### config.mk
export PLATFORM = sky130hd
export DESIGN_NAME = pipe_addsub_seg
export DESIGN_NICKNAME = d
export VERILOG_FILES = /design/src/rtl/pipe_addsub_pkg.sv /design/src/rtl/addsub_seg_stage.sv /design/src/rtl/pipe_addsub_seg.sv
export SDC_FILE = /design/constraint.sdc
export NUM_CORES = 1
export LEC_CHECK = 0
export BUFFER_PORTS_ARGS = -buffer_cell sky130_fd_sc_hd__buf_4
export CORE_MARGIN = 4
export CORE_UTILIZATION = 50
export CTS_CLUSTER_SIZE = 20
export DETAILED_ROUTE_END_ITERATION = 12
export GPL_ROUTABILITY_DRIVEN = 0
export PLACE_DENSITY_LB_ADDON = 0.25
export SETUP_SLACK_MARGIN = 0.1
export SLEW_MARGIN = 5
export SYNTH_ARGS = -nofsm -noshare
export SYNTH_HDL_FRONTEND = slang
export SYNTH_HIERARCHICAL = 1
export SYNTH_SLANG_ARGS = --single-unit
### constraint.sdc
create_clock -name clk -period 2.78 [get_ports clk]
set_input_delay 0.139 -clock clk [delete_from_list [all_inputs] [get_ports clk]]
set_output_delay 0.139 -clock clk [all_outputs]
set_load 0.05 [all_outputs]
### src/rtl/pipe_addsub_pkg.sv
// Shared types and helpers for the segmented pipelined adder/subtractor.
// Saturation constants are built here for any operand width up to SAT_MAX_WIDTH.
package pipe_addsub_pkg;

    typedef enum logic {
        OP_ADD = 1'b0,
        OP_SUB = 1'b1
    } op_e;

    localparam int SAT_MAX_WIDTH = 1024;

    function automatic int num_segs(input int data_width, input int seg_width);
        return (seg_width > 0) ? data_width / seg_width : 0;
    endfunction

    // Most negative two's-complement value of the given width: 1000...0
    function automatic logic [SAT_MAX_WIDTH-1:0] sat_neg(input int width);
        logic [SAT_MAX_WIDTH-1:0] v;
        v = '0;
        v[width-1] = 1'b1;
        return v;
    endfunction

    // Most positive two's-complement value of the given width: 0111...1
    function automatic logic [SAT_MAX_WIDTH-1:0] sat_pos(input int width);
        return sat_neg(width) - 1'b1;
    endfunction

endpackage

### src/rtl/addsub_seg_stage.sv
// One carry segment: SEG_WIDTH-bit add of a, b and cin into a registered {cout, sum}.
// The register only moves when adv is high so the whole pipeline stalls together.
module addsub_seg_stage
    import pipe_addsub_pkg::*;
#(
    parameter int SEG_WIDTH = 16
) (
    input  logic                 clk,
    input  logic                 rst,
    input  logic                 adv,
    input  logic [SEG_WIDTH-1:0] a,
    input  logic [SEG_WIDTH-1:0] b,
    input  logic                 cin,
    output logic [SEG_WIDTH-1:0] sum,
    output logic                 cout
);

    logic [SEG_WIDTH:0] acc_d;
    logic [SEG_WIDTH:0] acc_q;

    always_comb begin
        acc_d = {1'b0, a} + {1'b0, b} + {{SEG_WIDTH{1'b0}}, cin};
    end

    always_ff @(posedge clk) begin
        if (rst) begin
            acc_q <= '0;
        end else if (adv) begin
            acc_q <= acc_d;
        end
    end

    assign sum  = acc_q[SEG_WIDTH-1:0];
    assign cout = acc_q[SEG_WIDTH];

endmodule

### src/rtl/pipe_addsub_seg.sv
// Segmented pipelined adder/subtractor: carry ripples one segment per cycle, latency NUM_SEGS.
// Optional signed saturation of the result when PIPE_ADDSUB_SAT_EN is defined.
module pipe_addsub_seg
    import pipe_addsub_pkg::*;
#(
    parameter int DATA_WIDTH = 64,
    parameter int SEG_WIDTH  = 16
) (
    input  logic                  clk,
    input  logic                  rst,
    input  logic                  i_valid,
    output logic                  i_ready,
    input  logic                  i_sub,
    input  logic                  i_cin,
    input  logic [DATA_WIDTH-1:0] adda,
    input  logic [DATA_WIDTH-1:0] addb,
    output logic                  o_valid,
    input  logic                  o_ready,
    output logic [DATA_WIDTH-1:0] result,
    output logic                  o_cout,
    output logic                  o_ovf
);

    localparam int NUM_SEGS = num_segs(DATA_WIDTH, SEG_WIDTH);
    localparam int MSB      = DATA_WIDTH - 1;

    if (SEG_WIDTH < 1 || DATA_WIDTH < SEG_WIDTH || (DATA_WIDTH % SEG_WIDTH) != 0) begin : g_param_check
        $fatal(1, "pipe_addsub_seg: DATA_WIDTH must be a non-zero multiple of SEG_WIDTH");
    end

    logic                  adv;
    op_e                   op;
    logic [DATA_WIDTH-1:0] beff;
    logic                  ceff;
    logic [DATA_WIDTH-1:0] a_stage;
    logic [DATA_WIDTH-1:0] b_stage;
    logic [DATA_WIDTH-1:0] sum_q;
    logic [DATA_WIDTH-1:0] result_raw;
    logic [NUM_SEGS-1:0]   carry_q;
    logic [NUM_SEGS-1:0]   valid_d;
    logic [NUM_SEGS-1:0]   valid_q;
    logic                  a_msb_d;
    logic                  a_msb_q;
    logic                  b_msb_d;
    logic                  b_msb_q;

    assign adv     = ~valid_q[NUM_SEGS-1] | o_ready;
    assign i_ready = adv;
    assign op      = op_e'(i_sub);

    always_comb begin
        beff = (op == OP_SUB) ? ~addb : addb;
        ceff = (op == OP_SUB) ? ~i_cin : i_cin;
    end

    genvar gi;
    for (gi = 0; gi < NUM_SEGS; gi++) begin : g_seg
        localparam int LO  = gi * SEG_WIDTH;
        localparam int DSK = NUM_SEGS - 1 - gi;

        logic seg_cin;

        // Segment gi waits gi cycles so it meets the carry of its own transaction.
        if (gi == 0) begin : g_first
            assign a_stage[LO +: SEG_WIDTH] = adda[LO +: SEG_WIDTH];
            assign b_stage[LO +: SEG_WIDTH] = beff[LO +: SEG_WIDTH];
            assign seg_cin = ceff;
        end else begin : g_skew
            logic [SEG_WIDTH-1:0] a_sk_d [gi];
            logic [SEG_WIDTH-1:0] a_sk_q [gi];
            logic [SEG_WIDTH-1:0] b_sk_d [gi];
            logic [SEG_WIDTH-1:0] b_sk_q [gi];

            always_comb begin
                a_sk_d[0] = adda[LO +: SEG_WIDTH];
                b_sk_d[0] = beff[LO +: SEG_WIDTH];
                for (int j = 1; j < gi; j++) begin
                    a_sk_d[j] = a_sk_q[j-1];
                    b_sk_d[j] = b_sk_q[j-1];
                end
            end

            always_ff @(posedge clk) begin
                if (adv) begin
                    a_sk_q <= a_sk_d;
                    b_sk_q <= b_sk_d;
                end
            end

            assign a_stage[LO +: SEG_WIDTH] = a_sk_q[gi-1];
            assign b_stage[LO +: SEG_WIDTH] = b_sk_q[gi-1];
            assign seg_cin = carry_q[gi-1];
        end

        addsub_seg_stage #(
            .SEG_WIDTH(SEG_WIDTH)
        ) u_stage (
            .clk  (clk),
            .rst  (rst),
            .adv  (adv),
            .a    (a_stage[LO +: SEG_WIDTH]),
            .b    (b_stage[LO +: SEG_WIDTH]),
            .cin  (seg_cin),
            .sum  (sum_q[LO +: SEG_WIDTH]),
            .cout (carry_q[gi])
        );

        // Lower sums wait for the top segment so the whole word emerges at once.
        if (DSK == 0) begin : g_top
            assign result_raw[LO +: SEG_WIDTH] = sum_q[LO +: SEG_WIDTH];
        end else begin : g_deskew
            logic [SEG_WIDTH-1:0] dsk_d [DSK];
            logic [SEG_WIDTH-1:0] dsk_q [DSK];

            always_comb begin
                dsk_d[0] = sum_q[LO +: SEG_WIDTH];
                for (int j = 1; j < DSK; j++) begin
                    dsk_d[j] = dsk_q[j-1];
                end
            end

            always_ff @(posedge clk) begin
                if (rst) begin
                    for (int j = 0; j < DSK; j++) begin
                        dsk_q[j] <= '0;
                    end
                end else if (adv) begin
                    dsk_q <= dsk_d;
                end
            end

            assign result_raw[LO +: SEG_WIDTH] = dsk_q[DSK-1];
        end
    end

    always_comb begin
        valid_d[0] = i_valid;
        for (int k = 1; k < NUM_SEGS; k++) begin
            valid_d[k] = valid_q[k-1];
        end
        a_msb_d = a_stage[MSB];
        b_msb_d = b_stage[MSB];
    end

    // Operand sign bits travel alongside the top segment for overflow detection.
    always_ff @(posedge clk) begin
        if (rst) begin
            valid_q <= '0;
            a_msb_q <= 1'b0;
            b_msb_q <= 1'b0;
        end else if (adv) begin
            valid_q <= valid_d;
            a_msb_q <= a_msb_d;
            b_msb_q <= b_msb_d;
        end
    end

    assign o_valid = valid_q[NUM_SEGS-1];
    assign o_cout  = carry_q[NUM_SEGS-1];
    assign o_ovf   = (a_msb_q == b_msb_q) && (result_raw[MSB] != a_msb_q);

`ifdef PIPE_ADDSUB_SAT_EN
    localparam logic [DATA_WIDTH-1:0] SAT_POS = DATA_WIDTH'(sat_pos(DATA_WIDTH));
    localparam logic [DATA_WIDTH-1:0] SAT_NEG = DATA_WIDTH'(sat_neg(DATA_WIDTH));

    assign result = o_ovf ? (a_msb_q ? SAT_NEG : SAT_POS) : result_raw;
`else
    assign result = result_raw;
`endif

endmodule
; After elaboration in Yosys (flattened, before gate mapping)
; Cells that the tools add are included.
[classes]
add_sub_neg = 8
eq_ne = 2
n_mux = 2
n_bitwise = 4
n_reduce_logical = 1
[ops]
columns = operator, count
row1 = 16-bit by 16-bit adder with 17-bit output, 4
row2 = 17-bit by 1-bit adder with 17-bit output, 4
row3 = 64-bit two-way mux, 1
row4 = 64-bit NOT, 1
row5 = 1-bit NOT, 2
row6 = 1-bit equality test, 1
row7 = 1-bit logical AND, 1
row8 = 1-bit two-way mux, 1
row9 = 1-bit inequality test, 1
row10 = 1-bit OR, 1
[totals]
ff_bits = 362
input_bits = 134
output_inout_bits = 68
word_cells = 42

; Longest topological paths before layout
[depth]
word_depth = 4
ltp_mapped = 11
mapped_depth_nobuf = 9

; Cells and area by module
; Netlist, hierarchy kept.
[modules_own_cells]
columns = module, instances, cells_each, area_per_inst_um2
row1 = pipe_addsub_seg, 1, 664, 10586.4
row2 = addsub_seg_stage at g_seg[0].u_stage ..., 3, 169, 1436.4
row3 = addsub_seg_stage at g_seg[3].u_stage, 1, 184, 1508.9

; Worst setup path before layout
; Ideal clock, no wire load.
[synth_path]
path_kind = register -> register
startpoint = reg valid_q[3]
endpoint = reg g_seg[3].u_stage.acc_q[0]
setup_time_ns = 0.128
arrival_time_ns = 3.058
t_required_ns = 2.652
path_slack_ns = -0.406
stages_incl_launch_ff = 9
n_path_buf = 4
synth_period_minus_slack_ns = 3.186
cell_sequence = dfxtp_1 -> nor2b_1 -> buf_4 -> inv_2 -> buf_6 -> clkbuf_1 -> buf_1 -> mux2i_1 -> nor2_1
[synth_between]
elab_chain_len = 2
[synth_lines]
columns = item, line
row1 = "start, declared", pipe_addsub_seg.sv:41  ; logic [NUM_SEGS-1:0] valid_q;
row2 = "start signal, assigned", pipe_addsub_seg.sv:152  ; valid_q <= valid_d;
row3 = 1-bit NOT, pipe_addsub_seg.sv:47  ; assign adv = ~valid_q[NUM_SEGS-1] | o_ready;
row4 = 1-bit OR, pipe_addsub_seg.sv:47
row5 = net i_ready, pipe_addsub_seg.sv:12  ; output logic i_ready,
row6 = "end signal, assigned", addsub_seg_stage.sv:27  ; acc_q <= '0;
row7 = "end signal, assigned", addsub_seg_stage.sv:29  ; acc_q <= acc_d;
row8 = "end, declared", addsub_seg_stage.sv:19  ; logic [SEG_WIDTH:0] acc_q;
; The timed path passes the listed nets, and every way through them passes these cells.
; A chain may end at the register's enable or synchronous reset.

; Final worst setup path
[layout_path]
startpoint = reg g_seg[2].g_skew.a_sk_q (netlist bit a_stage[32])
endpoint = reg g_seg[2].u_stage.acc_q[10]
[layout_between]
elab_chain_len = 2
[layout_lines]
columns = item, line
row1 = "start, declared", pipe_addsub_seg.sv:70  ; logic [SEG_WIDTH-1:0] a_sk_q [gi];
row2 = "start signal, assigned", pipe_addsub_seg.sv:85  ; a_sk_q <= a_sk_d;
row3 = 16-bit by 16-bit adder with 17-bit output, addsub_seg_stage.sv:22  ; acc_d = {1'b0, a} + {1'b0, b} + {{SEG_WIDTH{1'b0}}, cin};
row4 = 17-bit by 1-bit adder with 17-bit output, addsub_seg_stage.sv:22
row5 = "end signal, assigned", addsub_seg_stage.sv:27
row6 = "end signal, assigned", addsub_seg_stage.sv:29
row7 = "end, declared", addsub_seg_stage.sv:19
; No other way between the ends.

==> reports/metrics.cfg <==
[outcome]
status = finished clean

[global_route]
grt_use_total_pct = 18.6
grt_pass1_vias = 10991
grt_max_degree = 128
antenna_found_initial = 0
grt_pass1_wl_um = 55300
grt_overflow_total = 0

[clock_network]
cts_max_path_buffers = 3
tritoncts = done
numCtsBuffers = 39
clk_latency_ns = 0.52
clock-sinks = 362
htreeDepth = 2
root_buffer = clkbuf_16
cts.clk_slew.worst_paths_ns = 0.06

[yosys]
synth_common_cells = 192 x edfxtp_1, 170 x dfxtp_1, 117 x nand2b_1, 77 x mux2i_1
syn-cell-area_mm2 = 0.0164
yosys.area.top_type = edfxtp_1
synth.area.top_cells = edfxtp_1 35%, dfxtp_1 21%, mux2i_1 4.7%
synth_edf_count = 192
async_flop_share_pct = 0
synthCells = 1355
yosysTopAreaCellShare_pct = 35.1
synthFlopType = edfxtp_1
yosysMostFrequentCell = edfxtp_1
ys_ff_latch = 362
yosysWarnings = 6
synth.avg_cell_area_um2 = 12.1
ys_seq_area_share_pct = 55.9
syn_nets = 1557
synthDistinctLibCells = 66

[timing]
fin_crit_ns = 2.59
rsz0062_at_grt = false
setup_violations = 0
fin_worst_skew_ns = 0.0166
fin_setup_tns_ns = 0
hold_viol = 0
tightestPinTransition_ns = 0.890
fin_crit_sh_pct = 93.1
slew_viol_final = 0
relSlewSlack_pct = 40.7
max_freq_mhz = 386

[power_and_ir_drop]
clkPwrFrac_pct = 35.9
power.leakage_nw = 8.30
p_sw_share_pct = 26.4
power_density_mw_per_mm2 = 695
fin_total_pwr_mw = 14.3
power_frac_seq_pct = 45.4
switching_power_mw = 3.77
pwr-share-comb_pct = 18.7
p_int_mw = 10.5
ir_worst_vdd_mv = 0.404

[place]
hpwl_um = 21900
place_area_mm2 = 0.0183
io_buffers = 201

[worst_setup_path]
crit_top_cell = fa_1
cp-end-kind = flip-flop
start_kind = flip-flop
critPathMaxStageDelay_ns = 0.47
cp_max_fo = 3
crit_chain = fa_1 > fa_1 > a21oi_2 > o22ai_1 > o211ai_1 > buf_4 > o21bai_1 > xnor2_1 > o21ai_0
criticalPathCategory = reg2reg
arrival_ns = 2.97
crit_family = adder cells
worstPathRequired_ns = 3.17
worst-path-buf-inv = 1
cp_slowest_cell = fa_1

[route]
antenna_left = 0
drt_iter0_markers = 598
drtPass1Iterations = 4
drc_errors = 0
wl_per_cell_um = 16.0
wl_um = 33900
num_vias = 11102
viasPerCell = 5.26

[floorplan]
core_area_mm2 = 0.0325
fp.dieH_um = 189
die_w_um = 189
die_area_mm2 = 0.0358
io_pins = 202
std_cell_rows = 66
initial_core_util_pct = 50.5

[cells_and_area]
syn2layout_area_growth_pct = 25.4
drive_gt1_share_pct = 19.5
final_util_pct = 63.4
antennaDiodeCount = 0
final_area_mm2 = 0.0206
fill_cells = 2507
nets = 1842

[flow_run]
drv_cap = 0

[hold_path]
hold_path.class = in2reg

==> sequential cells by signal, summed over array words and instances (netlist names), 31 cells and up <==
signal / count
g_seg.u_stage/acc_q: 68
b_stage: 31
g_seg.g_deskew.dsk_d: 48
a_stage: 31
result: 32
g_seg.g_skew.b_sk_d: 48
g_seg.g_skew.a_sk_d: 48
==> kinds of logic after synthesis <==
kind of cell | count (synthesis) | share of synthesized area (%)
and+or+nand+nor | 435 | 16.4
DFF | 362 | 55.9
AOI/OAI and AO/OA | 229 | 9.70
xor gates and xnor gates | 97 | 5.18
buffers and inverters | 87 | 2.62
muxes | 77 | 4.70
adders and majority gates | 68 | 5.55
==> path summary, 6_finish.rpt <==
| path | from | endpoint | slack (ns) | depth (start not counted) |
|---|---|---|---|---|
| max | a_stage[32] | g_seg[2].u_stage/acc_q[10] | 0.19 | 9 |
| min | adda[1] | g_seg[0].u_stage/acc_q[1] | 0.08 | 4 |
| max reg2reg | a_stage[32] | g_seg[2].u_stage/acc_q[10] | 0.19 | 9 |
| min reg2reg | g_seg[3].g_skew.a_sk_d[28] | g_seg[3].g_skew.a_sk_d[12] | 0.41 | 0 |
==> final cells by class <==
cell class / count / area, um^2 / share of cell area, %
inverter: 11 / 48.8 / 0.237
clock inverter: 8 / 96.3 / 0.468
multi-input combinational: 906 / 6830 / 33.2
sequential: 362 / 9170 / 44.6
tap: 442 / 553 / 2.69
timing repair buffer: 320 / 2690 / 13.1
clock buffer: 62 / 1200 / 5.81
==> worst reg2reg max path: cells and delay by family, from the launching register on <==
| family | cells | cell delay, ns |
|---|---|---|
| buffers and inverters | 1 | 0.18 |
| AOI/OAI and AO/OA | 5 | 0.84 |
| adders and majority gates | 2 | 0.91 |
| xor gates and xnor gates | 1 | 0.14 |
| DFF | 1 | 0.40 |
==> layer usage <==
| metal | up-vias | wire, um | global-route usage, % |
|---|---|---|---|
| li1 | 5526 | - | - |
| met1 | 5278 | 15500 | 25.2 |
| met2 | 246 | 16100 | 31.2 |
| met3 | 52 | 1650 | 3.34 |
| met4 | 0 | 648 | 4.74 |
| met5 | - | 0 | 0 |
==> metrics by stage <==
step | hold slack [ns] | worst slack (ns) | cells
floorplan | 0.238 | 0.180 | 1355
global placement | 0.318 | 0.184 | 1941
detailed placement | 0.318 | 0.120 | 1941
CTS | 0.0487 | 0.125 | 2108
global route | 0.101 | 0.0871 | 2111
finish | 0.0753 | 0.192 | 2111
==> power groups by stage <==
stage | Clock, mW | Sequential (mW) | Combinational, mW
after detailed placement | 0 | 6.60 | 2.54
after floorplan | 0 | 6.86 | 1.55
after global placement | 0 | 6.58 | 2.49
final | 5.14 | 6.49 | 2.67
after global routing | 5.50 | 6.54 | 2.93
after CTS | 5.24 | 6.49 | 2.66
==> placed cells by master, fill, tap and decap left out, types with 6 or more instances in the layout <==
cell | synthesis | final
nor3b_1 | 11 | 11
nand2_1 | 63 | 63
nand4bb_1 | 51 | 51
clkbuf_16 | 0 | 42
ha_1 | 60 | 60
o211ai_1 | 7 | 7
xnor2_1 | 26 | 26
o21ai_1 | 58 | 58
o22ai_1 | 7 | 7
nand2b_1 | 117 | 117
o21bai_1 | 6 | 6
nand3_1 | 36 | 36
dfxtp_1 | 170 | 169
buf_4 | 10 | 219
a21o_1 | 12 | 12
nor3_1 | 15 | 15
o21ai_0 | 20 | 20
nand4_1 | 10 | 10
nor2_1 | 71 | 69
dlygate4sd3_1 | 0 | 97
nor2b_1 | 19 | 18
a31oi_1 | 10 | 10
a21oi_4 | 6 | 6
xor2_1 | 71 | 71
edfxtp_1 | 192 | 192
clkbuf_1 | 38 | 13
nand3b_1 | 7 | 7
o21ai_2 | 7 | 7
a21oi_1 | 41 | 39
clkbuf_8 | 0 | 7
inv_1 | 10 | 10
and3_1 | 6 | 6
mux2i_1 | 77 | 77
a211oi_1 | 8 | 8
fa_1 | 8 | 8
==> timing repair <==
item                                    in CTS  in global routing
hold endpoints to repair                    97                  0
resized for setup                            0                  4
setup buffers                                0                  3
endpoints found under the setup margin       0                  5
hold buffers                                97                  0
Note: power is estimated with default switching activity, not from simulation.
